--- config.mk ---
export PLATFORM = sky130hd
export DESIGN_NAME = icache_miss_ctrl
export DESIGN_NICKNAME = d
export VERILOG_FILES = /design/src/rtl/icache_miss_ctrl.sv
export SDC_FILE = /design/constraint.sdc
export NUM_CORES = 1
export LEC_CHECK = 0
export ABC_AREA = 1
export ABC_CLOCK_PERIOD_IN_PS = 1950
export CAP_MARGIN = 25
export CORE_MARGIN = 2
export CORE_UTILIZATION = 41
export DETAILED_ROUTE_END_ITERATION = 7
export PLACE_DENSITY_LB_ADDON = 0.15
export SYNTH_ARGS = -nofsm -noshare
export SYNTH_HDL_FRONTEND = slang
export SYNTH_SLANG_ARGS = --single-unit
--- constraint.sdc ---
create_clock -name clk -period 1.95 [get_ports clk]
set_clock_uncertainty 0.2 [all_clocks]
set_input_delay 0.39 -clock clk [delete_from_list [all_inputs] [get_ports clk]]
set_output_delay 0.39 -clock clk [all_outputs]
set_load 0.01 [all_outputs]
--- src/rtl/icache_miss_ctrl.sv ---
// ----------------------------------------------------------------------------
// icache_miss_ctrl
// Miss sequencer for a pipelined, direct-mapped, read-only instruction cache.
// Compares the tag/valid read back from the arrays with the request address,
// stalls on a miss, fetches the 256-bit line from physical memory, pulses the
// array write enables for one cycle, replays the request, and keeps saturating
// hit/miss counters.
//
// Ports
//   clk, rst           : clock, synchronous active-high reset
//   req_valid/req_addr : request in the array stage (set [8:5], tag [31:9])
//   tag_i/valid_i      : tag and valid bit read for the current set
//   pmem_resp          : memory has returned the line (only honoured in FETCH)
//   pmem_read          : line read request to memory
//   pmem_address       : line-aligned fetch address latched at the miss
//   data/tag/valid_web : array write enables, one-cycle pulse in ALLOC
//   stall              : freezes upstream pipeline and array selection
//   mem_resp           : request hit this cycle
//   hit_count          : CHECK cycles with a hit, saturating
//   miss_count         : CHECK->FETCH transitions, saturating
// ----------------------------------------------------------------------------
module icache_miss_ctrl #(
    parameter int unsigned CNT_W = 16
) (
    input  logic             clk,
    input  logic             rst,
    input  logic             req_valid,
    input  logic [31:0]      req_addr,
    input  logic [23:0]      tag_i,
    input  logic             valid_i,
    input  logic             pmem_resp,
    output logic             pmem_read,
    output logic [31:0]      pmem_address,
    output logic             data_web,
    output logic             tag_web,
    output logic             valid_web,
    output logic             stall,
    output logic             mem_resp,
    output logic [CNT_W-1:0] hit_count,
    output logic [CNT_W-1:0] miss_count
);

    localparam int unsigned      ADDR_W  = 32;
    localparam int unsigned      OFF_W   = 5;
    localparam logic [CNT_W-1:0] CNT_MAX = '1;

    typedef enum logic [1:0] {
        ST_CHECK,
        ST_FETCH,
        ST_ALLOC,
        ST_REPLAY
    } state_e;

    state_e             state_q, state_d;
    logic [ADDR_W-1:0]  pmem_addr_q;
    logic [CNT_W-1:0]   hit_cnt_q;
    logic [CNT_W-1:0]   miss_cnt_q;

    logic               hit;
    logic               hit_evt;
    logic               miss_evt;
    logic               unused_bits;

    // Line offset and the spare top tag bit take no part in the lookup.
    assign unused_bits = ^{req_addr[OFF_W-1:0], tag_i[23]};

    assign hit = req_valid & valid_i & (tag_i[22:0] == req_addr[31:9]);

    // Next state and control outputs; reset masks every control output.
    always_comb begin
        state_d   = state_q;
        pmem_read = 1'b0;
        data_web  = 1'b0;
        tag_web   = 1'b0;
        valid_web = 1'b0;
        stall     = 1'b0;
        mem_resp  = 1'b0;
        hit_evt   = 1'b0;
        miss_evt  = 1'b0;

        case (state_q)
            ST_CHECK: begin
                if (hit) begin
                    mem_resp = 1'b1;
                    hit_evt  = 1'b1;
                end else if (req_valid) begin
                    stall    = 1'b1;
                    miss_evt = 1'b1;
                    state_d  = ST_FETCH;
                end
            end
            ST_FETCH: begin
                pmem_read = 1'b1;
                stall     = 1'b1;
                if (pmem_resp) begin
                    state_d = ST_ALLOC;
                end
            end
            ST_ALLOC: begin
                data_web  = 1'b1;
                tag_web   = 1'b1;
                valid_web = 1'b1;
                stall     = 1'b1;
                state_d   = ST_REPLAY;
            end
            ST_REPLAY: begin
                // Arrays re-read the freshly written set on the falling edge.
                stall   = 1'b1;
                state_d = ST_CHECK;
            end
            default: begin
                state_d = ST_CHECK;
            end
        endcase

        if (rst) begin
            pmem_read = 1'b0;
            data_web  = 1'b0;
            tag_web   = 1'b0;
            valid_web = 1'b0;
            stall     = 1'b0;
            mem_resp  = 1'b0;
            hit_evt   = 1'b0;
            miss_evt  = 1'b0;
        end
    end

    // State, fetch address and saturating counters.
    always_ff @(posedge clk) begin
        if (rst) begin
            state_q     <= ST_CHECK;
            pmem_addr_q <= '0;
            hit_cnt_q   <= '0;
            miss_cnt_q  <= '0;
        end else begin
            state_q <= state_d;
            if (miss_evt) begin
                pmem_addr_q <= {req_addr[ADDR_W-1:OFF_W], OFF_W'(0)};
            end
            if (hit_evt && (hit_cnt_q != CNT_MAX)) begin
                hit_cnt_q <= hit_cnt_q + CNT_W'(1);
            end
            if (miss_evt && (miss_cnt_q != CNT_MAX)) begin
                miss_cnt_q <= miss_cnt_q + CNT_W'(1);
            end
        end
    end

    assign pmem_address = pmem_addr_q;
    assign hit_count    = hit_cnt_q;
    assign miss_count   = miss_cnt_q;

endmodule

==> impl_metrics.json, run 1 <==
{
  "status": "complete, but fails checks",
  "violations": "setup timing",
  "finalNonFillerCells": 1016,
  "vias_per_cell": 5.09,
  "hold_viol": 0,
  "antenna_left": 0,
  "grt_max_degree": 37,
  "holdWs_ns": 0.108,
  "cts.sinks": 61,
  "fmax_ghz": 0.464,
  "drt_first_pass_iters": 5,
  "holdPathStages": 3,
  "synth-edff-count": 0,
  "cts_tree": "yes",
  "overflow": 0,
  "synth_top_area_frac": 0.329,
  "rsz0062_at_grt": "yes",
  "arrival_ns": 1.56,
  "route.detailed.drc": 0,
  "cts_buffers": 9,
  "portBuffers": 119,
  "ys_seq_area_frac": 0.329,
  "synth_cell_type_count": 28,
  "hold_class": "in -> reg",
  "total_power_w": 0.00442,
  "hpwl_um": 8050,
  "critPathCaptureType": "output port",
  "cp-start-kind": "primary input",
  "finalCritPeriodShare": 1.10,
  "setup_viol": 8,
  "yosysTopAreaCell": "dfxtp_1",
  "peakVddDrop_mv": 0.369,
  "area_growth_pct": 87.7,
  "grt_pass1_vias": 4955,
  "placedCellCount": 880,
  "cts_root_buf": "clkbuf_8",
  "ys_ff_latch": 61,
  "leakagePower_nw": 3.52,
  "ys.flop_type": "dfxtp_1",
  "grt_pass1_wl_um": 22000,
  "die-area_sq_um": 9830,
  "pin_count": 131,
  "cp_data_required_time_ns": 1.36,
  "drt_iter0_markers": 225,
  "maxCapViolations": 0,
  "yosys-top-cells-count": "184 x nand2_1, 106 x inv_1, 103 x nor2_1",
  "layout-drive-gt1-share": 0.440,
  "wl_um": 15500,
  "ys_top_cells_by_area": "dfxtp_1 33%, nand2_1 19%, inv_1 11%",
  "path_clk_slew_ns": 0.08,
  "worst-r2r-cell-count": 10,
  "finalNetCount": 969,
  "critPathMaxFanout": 3,
  "rows": 34,
  "async_flop_share": 0,
  "cts_htree_levels": 3,
  "fin_crit_ns": 2.15,
  "vias": 5176,
  "powerDensity_nw_per_um2": 634,
  "worstSkewPairLatency_ns": 0.35,
  "path_class": "in -> out",
  "ctsLongestPathBuffers": 2,
  "timing.setup.tns_ns": -0.672,
  "yosys_warnings": 0,
  "netlist_area_sq_um": 3710,
  "die_y_um": 99.2,
  "die_w_um": 99.2,
  "maxSlewViolCount": 0,
  "grt.total_usage": 0.277,
  "netlist_instances": 618,
  "avgSynthCellArea_sq_um": 6.01,
  "gp_congestion": 0.820,
  "fin_ws_ns": -0.203,
  "grt_antenna_before_repair": 1,
  "core-area_sq_um": 8760,
  "initial_core_util": 0.424,
  "routedWlPerCell_um": 15.3,
  "yosysMostFrequentCell": "nand2_1"
}
## worst paths after layout
path,startpoint,endpoint,slack [ns]
setup / recovery,req_addr[25],stall,-0.20
hold / removal,req_addr[19],pmem_address[19]$_SDFFE_PP0P_,0.11
setup reg to reg,hit_count[1]$_SDFFE_PP0P_,hit_count[10]$_SDFFE_PP0P_,0
hold reg to reg,pmem_address[8]$_SDFFE_PP0P_,pmem_address[8]$_SDFFE_PP0P_,0.27
## through the flow
stage          setup WS (ns)  area, sq um  utilization
6_report              -0.203         6970        0.795
5_1_grt               -0.246         6970        0.795
4_1_cts              -0.0521         6470        0.738
3_5_place_dp          -0.932         5370        0.612
3_3_place_gp          -0.938         5370        0.612
2_1_floorplan         0.0439         3730            -
## where the power goes
part	total, W	internal, W	leakage, nW	switching, W
Combinational	0.00161	0.000849	2.90	0.000757
Clock	0.00132	0.000752	0.112	0.000569
Sequential	0.00149	0.00140	0.500	0.0000913
## logic make-up after synthesis
family,after synthesis,share of synthesized area
other,1,0.00101
buffers and inverters,137,0.159
AOI/OAI and AO/OA,43,0.0600
adders and majority gates,6,0.0202
and+or+nand+nor,370,0.431
DFF,61,0.329
## critical path, cell delays in order
cell	delay (ns)
buf_2	0.10
inv_2	0.04
nand2_2	0.06
nand2_1	0.08
nor2_1	0.16
nand2_1	0.09
nor2_1	0.12
nand3_1	0.12
buf_6	0.15
nand2_4	0.06
a21oi_2	0.04
buf_2	0.14
## area by class of cell
class / count / area, sq um
repair buffers: 295 / 2660
clock buffers: 10 / 138
multi-input cells: 424 / 2280
diodes: 1 / 2.50
well taps: 108 / 135
fillers: 577 / 1790
inverters: 111 / 437
clock inverters: 6 / 86.3
flip-flops and latches: 61 / 1230
## layout by cell type (no fill, tap or decap), types with 32 or more instances in the layout
cell and instances:
buf_4 146, o21ai_0 32, inv_2 32, inv_1 71, nand2_2 53, clkdlybuf4s50_1 57
nand2_1 118, nand3_1 41, dfxtp_1 53, nor2_1 85, buf_6 56
## layer usage
| metal | global-route usage | up-vias | share of wire | routed length [um] |
|---|---|---|---|---|
| li1 | - | 2453 | - | - |
| met1 | 0.302 | 2397 | 0.37 | 5700 |
| met2 | 0.490 | 239 | 0.51 | 7880 |
| met3 | 0.0569 | 87 | 0.061 | 954 |
| met4 | 0.169 | 0 | 0.064 | 986 |
| met5 | 0 | - | 0 | 0 |
## flip-flops by register name, summed over array words and instances, names as in the netlist
register,cells
hit_count,16
miss_count,16
state_q,2
pmem_address,27
## what timing repair did
item	4_1_cts	5_1_grt
resized for setup	305	151
hold buffers	0	0
buffers inserted	118	15
setup endpoints to repair	68	66
pin swaps	74	62
(Power assumes the default switching activity.)
==> run 2, diff against run 1 <==
SLEW_MARGIN = 5   (was not set)
==> results of run 2 <==
Same layout as run 1: the final DEF is identical, and so are final timing and power.
==> run 3, diff against run 2 <==
SLEW_MARGIN = 15   (was 5)
==> results of run 3 <==
Same layout as run 1: the final DEF is identical, and so are final timing and power.
